### config.mk
export PLATFORM = sky130hd
export DESIGN_NAME = ar_arbiter
export DESIGN_NICKNAME = d
export VERILOG_FILES = /design/src/rtl/axi_ic_pkg.sv /design/src/rtl/ar_addr_decoder.sv /design/src/rtl/ar_arbiter.sv
export SDC_FILE = /design/constraint.sdc
export NUM_CORES = 1
export LEC_CHECK = 0
export ABC_AREA = 1
export CAP_MARGIN = 20
export CORE_AREA = 2 2 139 141
export CTS_CLUSTER_DIAMETER = 100
export DETAILED_ROUTE_END_ITERATION = 7
export DIE_AREA = 0 0 141 143
export MAX_ROUTING_LAYER = met4
export PLACE_DENSITY = 0.62
export RECOVER_POWER = 25
export SLEW_MARGIN = 20
export SYNTH_ARGS = -nofsm -noshare
export SYNTH_HDL_FRONTEND = slang
export SYNTH_SLANG_ARGS = --single-unit
### constraint.sdc
create_clock -name clk -period 2.2 [get_ports clk]
set_input_delay 0.22 -clock clk [delete_from_list [all_inputs] [get_ports clk]]
set_output_delay 0.22 -clock clk [all_outputs]
set_load 0.02 [all_outputs]
### src/rtl/axi_ic_pkg.sv
// Shared AXI interconnect definitions: slave-select codes, address map and master indices.
// Used by both the read-address and write-address stages.
package axi_ic_pkg;

  localparam int unsigned AXI_ADDR_W = 32;
  localparam int unsigned NUM_MST    = 3;

  typedef enum logic [2:0] {
    SEL_S0  = 3'd0,
    SEL_S1  = 3'd1,
    SEL_S2  = 3'd2,
    SEL_S5  = 3'd3,
    SEL_DEF = 3'd4
  } slv_sel_e;

  typedef enum logic [0:0] {
    AR_IDLE = 1'b0,
    AR_BUSY = 1'b1
  } ar_state_e;

  localparam logic [AXI_ADDR_W-1:0] S0_BASE  = 32'h0000_0000;
  localparam logic [AXI_ADDR_W-1:0] S0_LIMIT = 32'h0000_3FFF;
  localparam logic [AXI_ADDR_W-1:0] S1_BASE  = 32'h0001_0000;
  localparam logic [AXI_ADDR_W-1:0] S1_LIMIT = 32'h0001_FFFF;
  localparam logic [AXI_ADDR_W-1:0] S2_BASE  = 32'h0002_0000;
  localparam logic [AXI_ADDR_W-1:0] S2_LIMIT = 32'h0002_FFFF;
  localparam logic [AXI_ADDR_W-1:0] S5_BASE  = 32'h2000_0000;
  localparam logic [AXI_ADDR_W-1:0] S5_LIMIT = 32'h201F_FFFF;

  localparam logic [1:0] MST_M0 = 2'd0;
  localparam logic [1:0] MST_M1 = 2'd1;
  localparam logic [1:0] MST_M2 = 2'd2;

  // Regions are power-of-two sized and aligned, so a masked compare covers base..limit.
  function automatic logic addr_hit(input logic [AXI_ADDR_W-1:0] addr,
                                    input logic [AXI_ADDR_W-1:0] base,
                                    input logic [AXI_ADDR_W-1:0] limit);
    return (addr & ~(limit - base)) == base;
  endfunction

  function automatic logic [1:0] mst_inc(input logic [1:0] m);
    return (m == MST_M2) ? MST_M0 : (m + 2'd1);
  endfunction

  function automatic logic [1:0] sel_slot(input slv_sel_e s);
    logic [1:0] slot;
    case (s)
      SEL_S0:  slot = 2'd0;
      SEL_S1:  slot = 2'd1;
      SEL_S2:  slot = 2'd2;
      SEL_S5:  slot = 2'd3;
      default: slot = 2'd0;
    endcase
    return slot;
  endfunction

endpackage

### src/rtl/ar_addr_decoder.sv
// Combinational address decoder: maps an AR address onto the slave-select code.
module ar_addr_decoder
  import axi_ic_pkg::*;
(
  input  logic [AXI_ADDR_W-1:0] addr_i,
  output slv_sel_e              sel_o
);

  // Address map lookup; anything unmapped goes to the DECERR slave
  always_comb begin
    if (addr_hit(addr_i, S0_BASE, S0_LIMIT)) begin
      sel_o = SEL_S0;
    end else if (addr_hit(addr_i, S1_BASE, S1_LIMIT)) begin
      sel_o = SEL_S1;
    end else if (addr_hit(addr_i, S2_BASE, S2_LIMIT)) begin
      sel_o = SEL_S2;
    end else if (addr_hit(addr_i, S5_BASE, S5_LIMIT)) begin
      sel_o = SEL_S5;
    end else begin
      sel_o = SEL_DEF;
    end
  end

endmodule

### src/rtl/ar_arbiter.sv
// AXI read-address stage: round-robin arbitration of M0..M2, decode to S0/S1/S2/S5/DEFAULT,
// master index prepended to ARID, and one outstanding read per slave.
module ar_arbiter
  import axi_ic_pkg::*;
#(
  parameter int ID_BITS   = 4,
  parameter int ADDR_BITS = 32
) (
  input  logic                 clk,
  input  logic                 rst,
  input  logic [ID_BITS-1:0]   ARID_M0, ARID_M1, ARID_M2,
  input  logic [ADDR_BITS-1:0] ARADDR_M0, ARADDR_M1, ARADDR_M2,
  input  logic [3:0]           ARLEN_M0, ARLEN_M1, ARLEN_M2,
  input  logic [2:0]           ARSIZE_M0, ARSIZE_M1, ARSIZE_M2,
  input  logic [1:0]           ARBURST_M0, ARBURST_M1, ARBURST_M2,
  input  logic                 ARVALID_M0, ARVALID_M1, ARVALID_M2,
  output logic                 ARREADY_M0, ARREADY_M1, ARREADY_M2,
  output logic [ID_BITS+3:0]   ARID_S0, ARID_S1, ARID_S2, ARID_S5,
  output logic [ADDR_BITS-1:0] ARADDR_S0, ARADDR_S1, ARADDR_S2, ARADDR_S5,
  output logic [3:0]           ARLEN_S0, ARLEN_S1, ARLEN_S2, ARLEN_S5,
  output logic [2:0]           ARSIZE_S0, ARSIZE_S1, ARSIZE_S2, ARSIZE_S5,
  output logic [1:0]           ARBURST_S0, ARBURST_S1, ARBURST_S2, ARBURST_S5,
  output logic                 ARVALID_S0, ARVALID_S1, ARVALID_S2, ARVALID_S5,
  input  logic                 ARREADY_S0, ARREADY_S1, ARREADY_S2, ARREADY_S5,
  input  logic                 finish_S0, finish_S1, finish_S2, finish_S5,
  output logic                 getaddr_default,
  output logic                 master_signal
);

  localparam int IDS_BITS = ID_BITS + 4;

  ar_state_e state_q, state_d;
  logic [1:0] grant_q, grant_d;
  logic [1:0] rr_q, rr_d;
  logic [3:0] busy_q, busy_d;

  logic [3:0]           mvalid_s, sready_s, finish_s;
  logic [ID_BITS-1:0]   g_id_s;
  logic [ADDR_BITS-1:0] g_addr_s;
  logic [3:0]           g_len_s;
  logic [2:0]           g_size_s;
  logic [1:0]           g_burst_s;
  logic [IDS_BITS-1:0]  fwd_id_s;
  slv_sel_e             sel_s;
  logic [1:0]           slot_s;
  logic [1:0]           pick_s, cand_s;
  logic                 found_s;
  logic [3:0]           slv_vld_s, accept_s;
  logic                 rdy_g_s, def_hit_s;

  // Slot order for the busy/ready/finish vectors is S0, S1, S2, S5.
  assign mvalid_s = {1'b0, ARVALID_M2, ARVALID_M1, ARVALID_M0};
  assign sready_s = {ARREADY_S5, ARREADY_S2, ARREADY_S1, ARREADY_S0};
  assign finish_s = {finish_S5, finish_S2, finish_S1, finish_S0};

  // Route the granted master's request fields
  always_comb begin
    case (grant_q)
      MST_M0: begin
        g_id_s = ARID_M0; g_addr_s = ARADDR_M0; g_len_s = ARLEN_M0;
        g_size_s = ARSIZE_M0; g_burst_s = ARBURST_M0;
      end
      MST_M1: begin
        g_id_s = ARID_M1; g_addr_s = ARADDR_M1; g_len_s = ARLEN_M1;
        g_size_s = ARSIZE_M1; g_burst_s = ARBURST_M1;
      end
      MST_M2: begin
        g_id_s = ARID_M2; g_addr_s = ARADDR_M2; g_len_s = ARLEN_M2;
        g_size_s = ARSIZE_M2; g_burst_s = ARBURST_M2;
      end
      default: begin
        g_id_s = {ID_BITS{1'b0}}; g_addr_s = {ADDR_BITS{1'b0}}; g_len_s = 4'd0;
        g_size_s = 3'd0; g_burst_s = 2'd0;
      end
    endcase
  end

  assign fwd_id_s = {2'b00, grant_q, g_id_s};
  assign slot_s   = sel_slot(sel_s);

  ar_addr_decoder u_dec (
    .addr_i (g_addr_s),
    .sel_o  (sel_s)
  );

  // Round-robin pick: first valid master starting at rr_q
  always_comb begin
    pick_s  = rr_q;
    found_s = 1'b0;
    cand_s  = rr_q;
    for (int k = 0; k < NUM_MST; k++) begin
      if (!found_s && mvalid_s[cand_s]) begin
        pick_s  = cand_s;
        found_s = 1'b1;
      end else begin
        found_s = found_s;
      end
      cand_s = mst_inc(cand_s);
    end
  end

  // Output decode for the granted request; a busy target simply stalls
  always_comb begin
    slv_vld_s = 4'b0000;
    accept_s  = 4'b0000;
    rdy_g_s   = 1'b0;
    def_hit_s = 1'b0;
    if (state_q == AR_BUSY) begin
      if (sel_s == SEL_DEF) begin
        rdy_g_s   = 1'b1;
        def_hit_s = 1'b1;
      end else if (!busy_q[slot_s]) begin
        slv_vld_s[slot_s] = 1'b1;
        rdy_g_s           = sready_s[slot_s];
        accept_s[slot_s]  = sready_s[slot_s];
      end else begin
        rdy_g_s = 1'b0;
      end
    end else begin
      rdy_g_s = 1'b0;
    end
  end

  // Next-state: grant in IDLE, return to IDLE on handshake or default-slave hit
  always_comb begin
    state_d = state_q;
    grant_d = grant_q;
    rr_d    = rr_q;
    case (state_q)
      AR_IDLE: begin
        if (|mvalid_s) begin
          state_d = AR_BUSY;
          grant_d = pick_s;
        end else begin
          state_d = AR_IDLE;
        end
      end
      AR_BUSY: begin
        if (def_hit_s || (|accept_s)) begin
          state_d = AR_IDLE;
          rr_d    = mst_inc(grant_q);
        end else begin
          state_d = AR_BUSY;
        end
      end
      default: state_d = AR_IDLE;
    endcase
    busy_d = (busy_q & ~finish_s) | accept_s;
  end

  // State, grant, pointer and per-slave busy registers
  always_ff @(posedge clk or negedge rst) begin
    if (!rst) begin
      state_q <= AR_IDLE;
      grant_q <= MST_M0;
      rr_q    <= MST_M0;
      busy_q  <= 4'b0000;
    end else begin
      state_q <= state_d;
      grant_q <= grant_d;
      rr_q    <= rr_d;
      busy_q  <= busy_d;
    end
  end

  assign ARREADY_M0 = rdy_g_s & (grant_q == MST_M0);
  assign ARREADY_M1 = rdy_g_s & (grant_q == MST_M1);
  assign ARREADY_M2 = rdy_g_s & (grant_q == MST_M2);

  assign getaddr_default = def_hit_s;
  assign master_signal   = def_hit_s & (grant_q == MST_M1);

  // Unselected slave ports carry all-zero fields.
  assign ARVALID_S0 = slv_vld_s[0];
  assign ARID_S0    = slv_vld_s[0] ? fwd_id_s  : {IDS_BITS{1'b0}};
  assign ARADDR_S0  = slv_vld_s[0] ? g_addr_s  : {ADDR_BITS{1'b0}};
  assign ARLEN_S0   = slv_vld_s[0] ? g_len_s   : 4'd0;
  assign ARSIZE_S0  = slv_vld_s[0] ? g_size_s  : 3'd0;
  assign ARBURST_S0 = slv_vld_s[0] ? g_burst_s : 2'd0;

  assign ARVALID_S1 = slv_vld_s[1];
  assign ARID_S1    = slv_vld_s[1] ? fwd_id_s  : {IDS_BITS{1'b0}};
  assign ARADDR_S1  = slv_vld_s[1] ? g_addr_s  : {ADDR_BITS{1'b0}};
  assign ARLEN_S1   = slv_vld_s[1] ? g_len_s   : 4'd0;
  assign ARSIZE_S1  = slv_vld_s[1] ? g_size_s  : 3'd0;
  assign ARBURST_S1 = slv_vld_s[1] ? g_burst_s : 2'd0;

  assign ARVALID_S2 = slv_vld_s[2];
  assign ARID_S2    = slv_vld_s[2] ? fwd_id_s  : {IDS_BITS{1'b0}};
  assign ARADDR_S2  = slv_vld_s[2] ? g_addr_s  : {ADDR_BITS{1'b0}};
  assign ARLEN_S2   = slv_vld_s[2] ? g_len_s   : 4'd0;
  assign ARSIZE_S2  = slv_vld_s[2] ? g_size_s  : 3'd0;
  assign ARBURST_S2 = slv_vld_s[2] ? g_burst_s : 2'd0;

  assign ARVALID_S5 = slv_vld_s[3];
  assign ARID_S5    = slv_vld_s[3] ? fwd_id_s  : {IDS_BITS{1'b0}};
  assign ARADDR_S5  = slv_vld_s[3] ? g_addr_s  : {ADDR_BITS{1'b0}};
  assign ARLEN_S5   = slv_vld_s[3] ? g_len_s   : 4'd0;
  assign ARSIZE_S5  = slv_vld_s[3] ? g_size_s  : 3'd0;
  assign ARBURST_S5 = slv_vld_s[3] ? g_burst_s : 2'd0;

endmodule
==> out/qor.log <==
INFO  timing         final.min_clock_period=2.989ns
INFO  final_layout   design_area=7482µm²
INFO  timing         timing.final.max_slew_violations=0
INFO  power_and_ir_drop vdd_ir_drop_max=0.4068mV
INFO  timing         worst-slew-pin-transition=0.9293ns
INFO  die            floorplan.core_area=18580µm²
INFO  synthesis      synth.ff_latch_count=9
INFO  timing         final.hold.worst_slack=0.3754ns
INFO  final_layout   antenna-diode-count=0
INFO  run_status     outcome=complete, but fails checks
INFO  timing         rsz0062_at_grt=yes
INFO  die            die_height=143µm
INFO  critical_path  r2r.worst_path.cells=18
INFO  timing         post-route-period-util=135.9%
INFO  power_and_ir_drop power.share.combinational=88.3%
INFO  power_and_ir_drop leakagePower=3.402nW
INFO  clocking       clockRootBuffer=sky130_fd_sc_hd__clkbuf_16
INFO  detailed_routing routedWlPerCell=16.17µm
INFO  run_status     violations=setup timing
INFO  detailed_routing route.vias.total=4608
INFO  critical_path  critical_path.endpoint_type=primary output
INFO  power_and_ir_drop power_frac_clock=6.3%
INFO  worst_hold_path min_path_type=primary input to async pin
INFO  clocking       hold_fix_buffers_at_cts=0
INFO  detailed_routing antenna_left=0
INFO  synthesis      postSynthAreaPerCell=5.815µm²
INFO  critical_path  worstSetupStartpointType=flop
INFO  detailed_routing drt_drc_violations_left=0
INFO  clocking       clock_buffer_depth=2
INFO  clocking       clkSlewWorstSetupHoldPaths=0.04ns
INFO  die            area_of_the_die=20160µm²
INFO  final_layout   flow.area_growth_from_synthesis=147.9%
INFO  final_layout   post_layout_nonfiller_instances=1108
INFO  placement      placed_cells=1073
INFO  clocking       h-tree-depth=1
INFO  power_and_ir_drop pwr_density_cell=671.3nW/µm²
INFO  power_and_ir_drop switching_share=57.53%
INFO  critical_path  timing.reg2reg.setup_slack=-0.42ns
INFO  power_and_ir_drop p_int=2.133mW
INFO  die            placementRows=50
INFO  critical_path  worstSetupPathType=flop to primary output
INFO  synthesis      mappedNetlistArea=3018µm²
INFO  clocking       cts_made_buffers=3
INFO  synthesis      synth-seq-area-share=7.463%
INFO  synthesis      largest_area_contributor_in_the_netlist=sky130_fd_sc_hd__buf_4
INFO  placement      placed_area=6842µm²
INFO  grt            grt_first_pass_wirelength=25140µm
INFO  clocking       cts.sinks=9
INFO  grt            pin_count_of_the_biggest_net_entering_global_routing=26
INFO  power_and_ir_drop design_power_total=5.023mW
INFO  power_and_ir_drop power.switching=2.890mW
INFO  critical_path  regToRegStartpoint=grant_q[1]
INFO  synthesis      post_synth_main_area_contributors=sky130_fd_sc_hd__buf_4 (17%), sky130_fd_sc_hd__nor2_1 (14%), sky130_fd_sc_hd__nor2_2 (10%)
INFO  critical_path  critPathRequiredTime=1.98ns
INFO  critical_path  r2r_end=rr_q[0]
INFO  placement      dp_slack=-0.9957ns
INFO  die            die_w=141µm
INFO  synthesis      yosysTopAreaCellShare=16.92%
INFO  grt            grt_antenna_before_repair=0
INFO  timing         clock_skew=0.001779ns
INFO  detailed_routing route.detailed.vias_per_inst=4.159
INFO  grt            overflow_left_after_global_routing=0
INFO  synthesis      ys.warnings.count=0
INFO  flow_run       timing.max_cap.violations=0
INFO  timing         achievable-frequency=334.6MHz
INFO  timing         report.final.setup_viol=146
INFO  timing         final_hold_viol_count=0
INFO  placement      post-dp-hpwl=14110µm
INFO  final_layout   layout.cells.most_common=sky130_fd_sc_hd__clkdlybuf4s50_1
INFO  detailed_routing total_wire_length=17920µm
INFO  critical_path  timing.critical_path.fanout_max=13
INFO  final_layout   nFillCells=1948
INFO  die            initial_utilization=16.24%
INFO  placement      placement.io_buffers=286
INFO  final_layout   layout-drive-gt1-share=46.57%
INFO  detailed_routing drt_first_iter_violations=167
INFO  detailed_routing drt-pass1-iter-count=4
INFO  synthesis      netlist_instances=519
INFO  placement      gp_routability_congestion=0.8831
INFO  final_layout   ff_latch_area=227.7µm²
INFO  timing         maxSlewHeadroom=38.05%
INFO  critical_path  arrival=2.77ns
INFO  clocking       insertion_delay=0.23ns
INFO  timing         timing.setup.tns=-99.08ns
INFO  grt            grtUsageTotal=16.38%
INFO  final_layout   top_library_cells_by_usage_in_the_layout_fill_and_taps_aside=sky130_fd_sc_hd__clkdlybuf4s50_1 (146), sky130_fd_sc_hd__buf_4 (138), sky130_fd_sc_hd__nor2_4 (82)
INFO  final_layout   fin_util=40.27%
INFO  final_layout   nNetsFinal=1023
INFO  die            io_pins=353
INFO  clocking       tritoncts=done
INFO  grt            first_global_vias=4319
INFO  timing         timing.final.ws_setup=-0.7889ns
INFO  synthesis      synth_cell_types=34
INFO  final_layout   multiInputGateArea=2904µm²
INFO  power_and_ir_drop seq_power_share=5.3%
## layer usage
metal	share of wire (%)	track usage (%)	up-vias	wire (µm)
met3	5.3	1.878	11	955
met2	53	29.96	194	9423
li1	-	-	2272	-
met5	0	-	-	0
met4	0.87	1.684	0	155
met1	41	20.07	2131	7382
## state kept, by name (all words and copies together) (netlist names)
name and count:
busy_q 4, grant_q 2, rr_q 2, state_q 1
## worst max-delay path: stages (launching register included)
cell and delay [ns]:
sky130_fd_sc_hd__dfrtp_2 0.42, sky130_fd_sc_hd__buf_8 0.16, sky130_fd_sc_hd__clkbuf_16 0.15, sky130_fd_sc_hd__nand3_1 0.09, sky130_fd_sc_hd__nand3_2 0.11, sky130_fd_sc_hd__nor2_2 0.15, sky130_fd_sc_hd__nand2_2 0.10, sky130_fd_sc_hd__nor2_2 0.14
sky130_fd_sc_hd__nand3_2 0.10, sky130_fd_sc_hd__nor2_4 0.19, sky130_fd_sc_hd__buf_6 0.12, sky130_fd_sc_hd__nand2_1 0.07, sky130_fd_sc_hd__nor2_4 0.15, sky130_fd_sc_hd__inv_4 0.09, sky130_fd_sc_hd__buf_12 0.16, sky130_fd_sc_hd__buf_4 0.14
sky130_fd_sc_hd__nor2_4 0.06, sky130_fd_sc_hd__buf_4 0.14
## cell type report
class / instances / share of cell area (%)
clock buffers: 4 / 1.054
inverters: 40 / 2.174
multi-input cells: 440 / 38.81
flip-flops and latches: 9 / 3.043
well taps: 234 / 3.913
repair buffers: 381 / 51.00
## cells by family after synthesis
kind of cell	count (synthesis)	synth area share, %
AO/OA/AOI/OAI	71	16.00
buffers and inverters	136	28.40
flip-flops	9	7.463
other	1	0.1243
AND/OR/NAND/NOR	302	48.01
## Yosys cell counts
cell,n
sky130_fd_sc_hd__a21oi_2,1
sky130_fd_sc_hd__o21ai_0,4
sky130_fd_sc_hd__o21bai_1,1
sky130_fd_sc_hd__nand3_2,4
sky130_fd_sc_hd__a22o_1,27
sky130_fd_sc_hd__o21ai_2,1
sky130_fd_sc_hd__nor2_1,111
sky130_fd_sc_hd__nor3_4,1
sky130_fd_sc_hd__nand3_1,54
sky130_fd_sc_hd__buf_6,11
sky130_fd_sc_hd__a31oi_1,1
sky130_fd_sc_hd__buf_4,68
sky130_fd_sc_hd__buf_1,3
sky130_fd_sc_hd__buf_2,7
sky130_fd_sc_hd__nor3_1,2
sky130_fd_sc_hd__nand4_2,1
sky130_fd_sc_hd__nand3b_1,1
sky130_fd_sc_hd__nand2_1,64
sky130_fd_sc_hd__nor2_2,48
sky130_fd_sc_hd__o211ai_1,5
sky130_fd_sc_hd__and3_1,1
sky130_fd_sc_hd__nand2_2,4
sky130_fd_sc_hd__nor2_4,2
sky130_fd_sc_hd__conb_1,1
sky130_fd_sc_hd__inv_2,11
sky130_fd_sc_hd__nand4_1,6
sky130_fd_sc_hd__nor2_8,1
sky130_fd_sc_hd__clkbuf_1,7
sky130_fd_sc_hd__nor4_1,1
sky130_fd_sc_hd__a22oi_1,1
sky130_fd_sc_hd__dfrtp_1,9
sky130_fd_sc_hd__nand3_4,1
sky130_fd_sc_hd__a21oi_1,30
sky130_fd_sc_hd__inv_1,29
## worst max path at each step
stage,from,to,slack (ns),cells after the start
CTS,grant_q[0],ARADDR_S2[14],-0.84,15
global route,grant_q[1],ARBURST_S2[0],-0.98,15
detailed placement,grant_q[1],ARADDR_S2[14],-1.0,17
finish,grant_q[1],ARSIZE_S0[0],-0.79,17
floorplan,grant_q[0],ARADDR_S2[0],-0.33,14
global placement,ARADDR_M0[17],ARADDR_S2[6],-0.98,15
## timing repair
action | in CTS | in global routing
pin swaps | 6 | 15
setup buffers | 2 | 20
resized for setup | 488 | 299
endpoints found under the hold margin | 0 | 0
gates cloned | 4 | 5
setup endpoints to repair | 146 | 146
## power groups by stage
stage / logic (mW) / registers (mW) / clock network (mW)
4_1_cts: 4.13 / 0.255 / 0.327
6_report: 4.44 / 0.267 / 0.319
2_1_floorplan: 2.64 / 0.249 / 0
5_1_grt: 4.79 / 0.275 / 0.333
3_5_place_dp: 4.05 / 0.256 / 0
3_3_place_gp: 4.05 / 0.252 / 0
No activity file was read; power rests on OpenSTA's default activity.
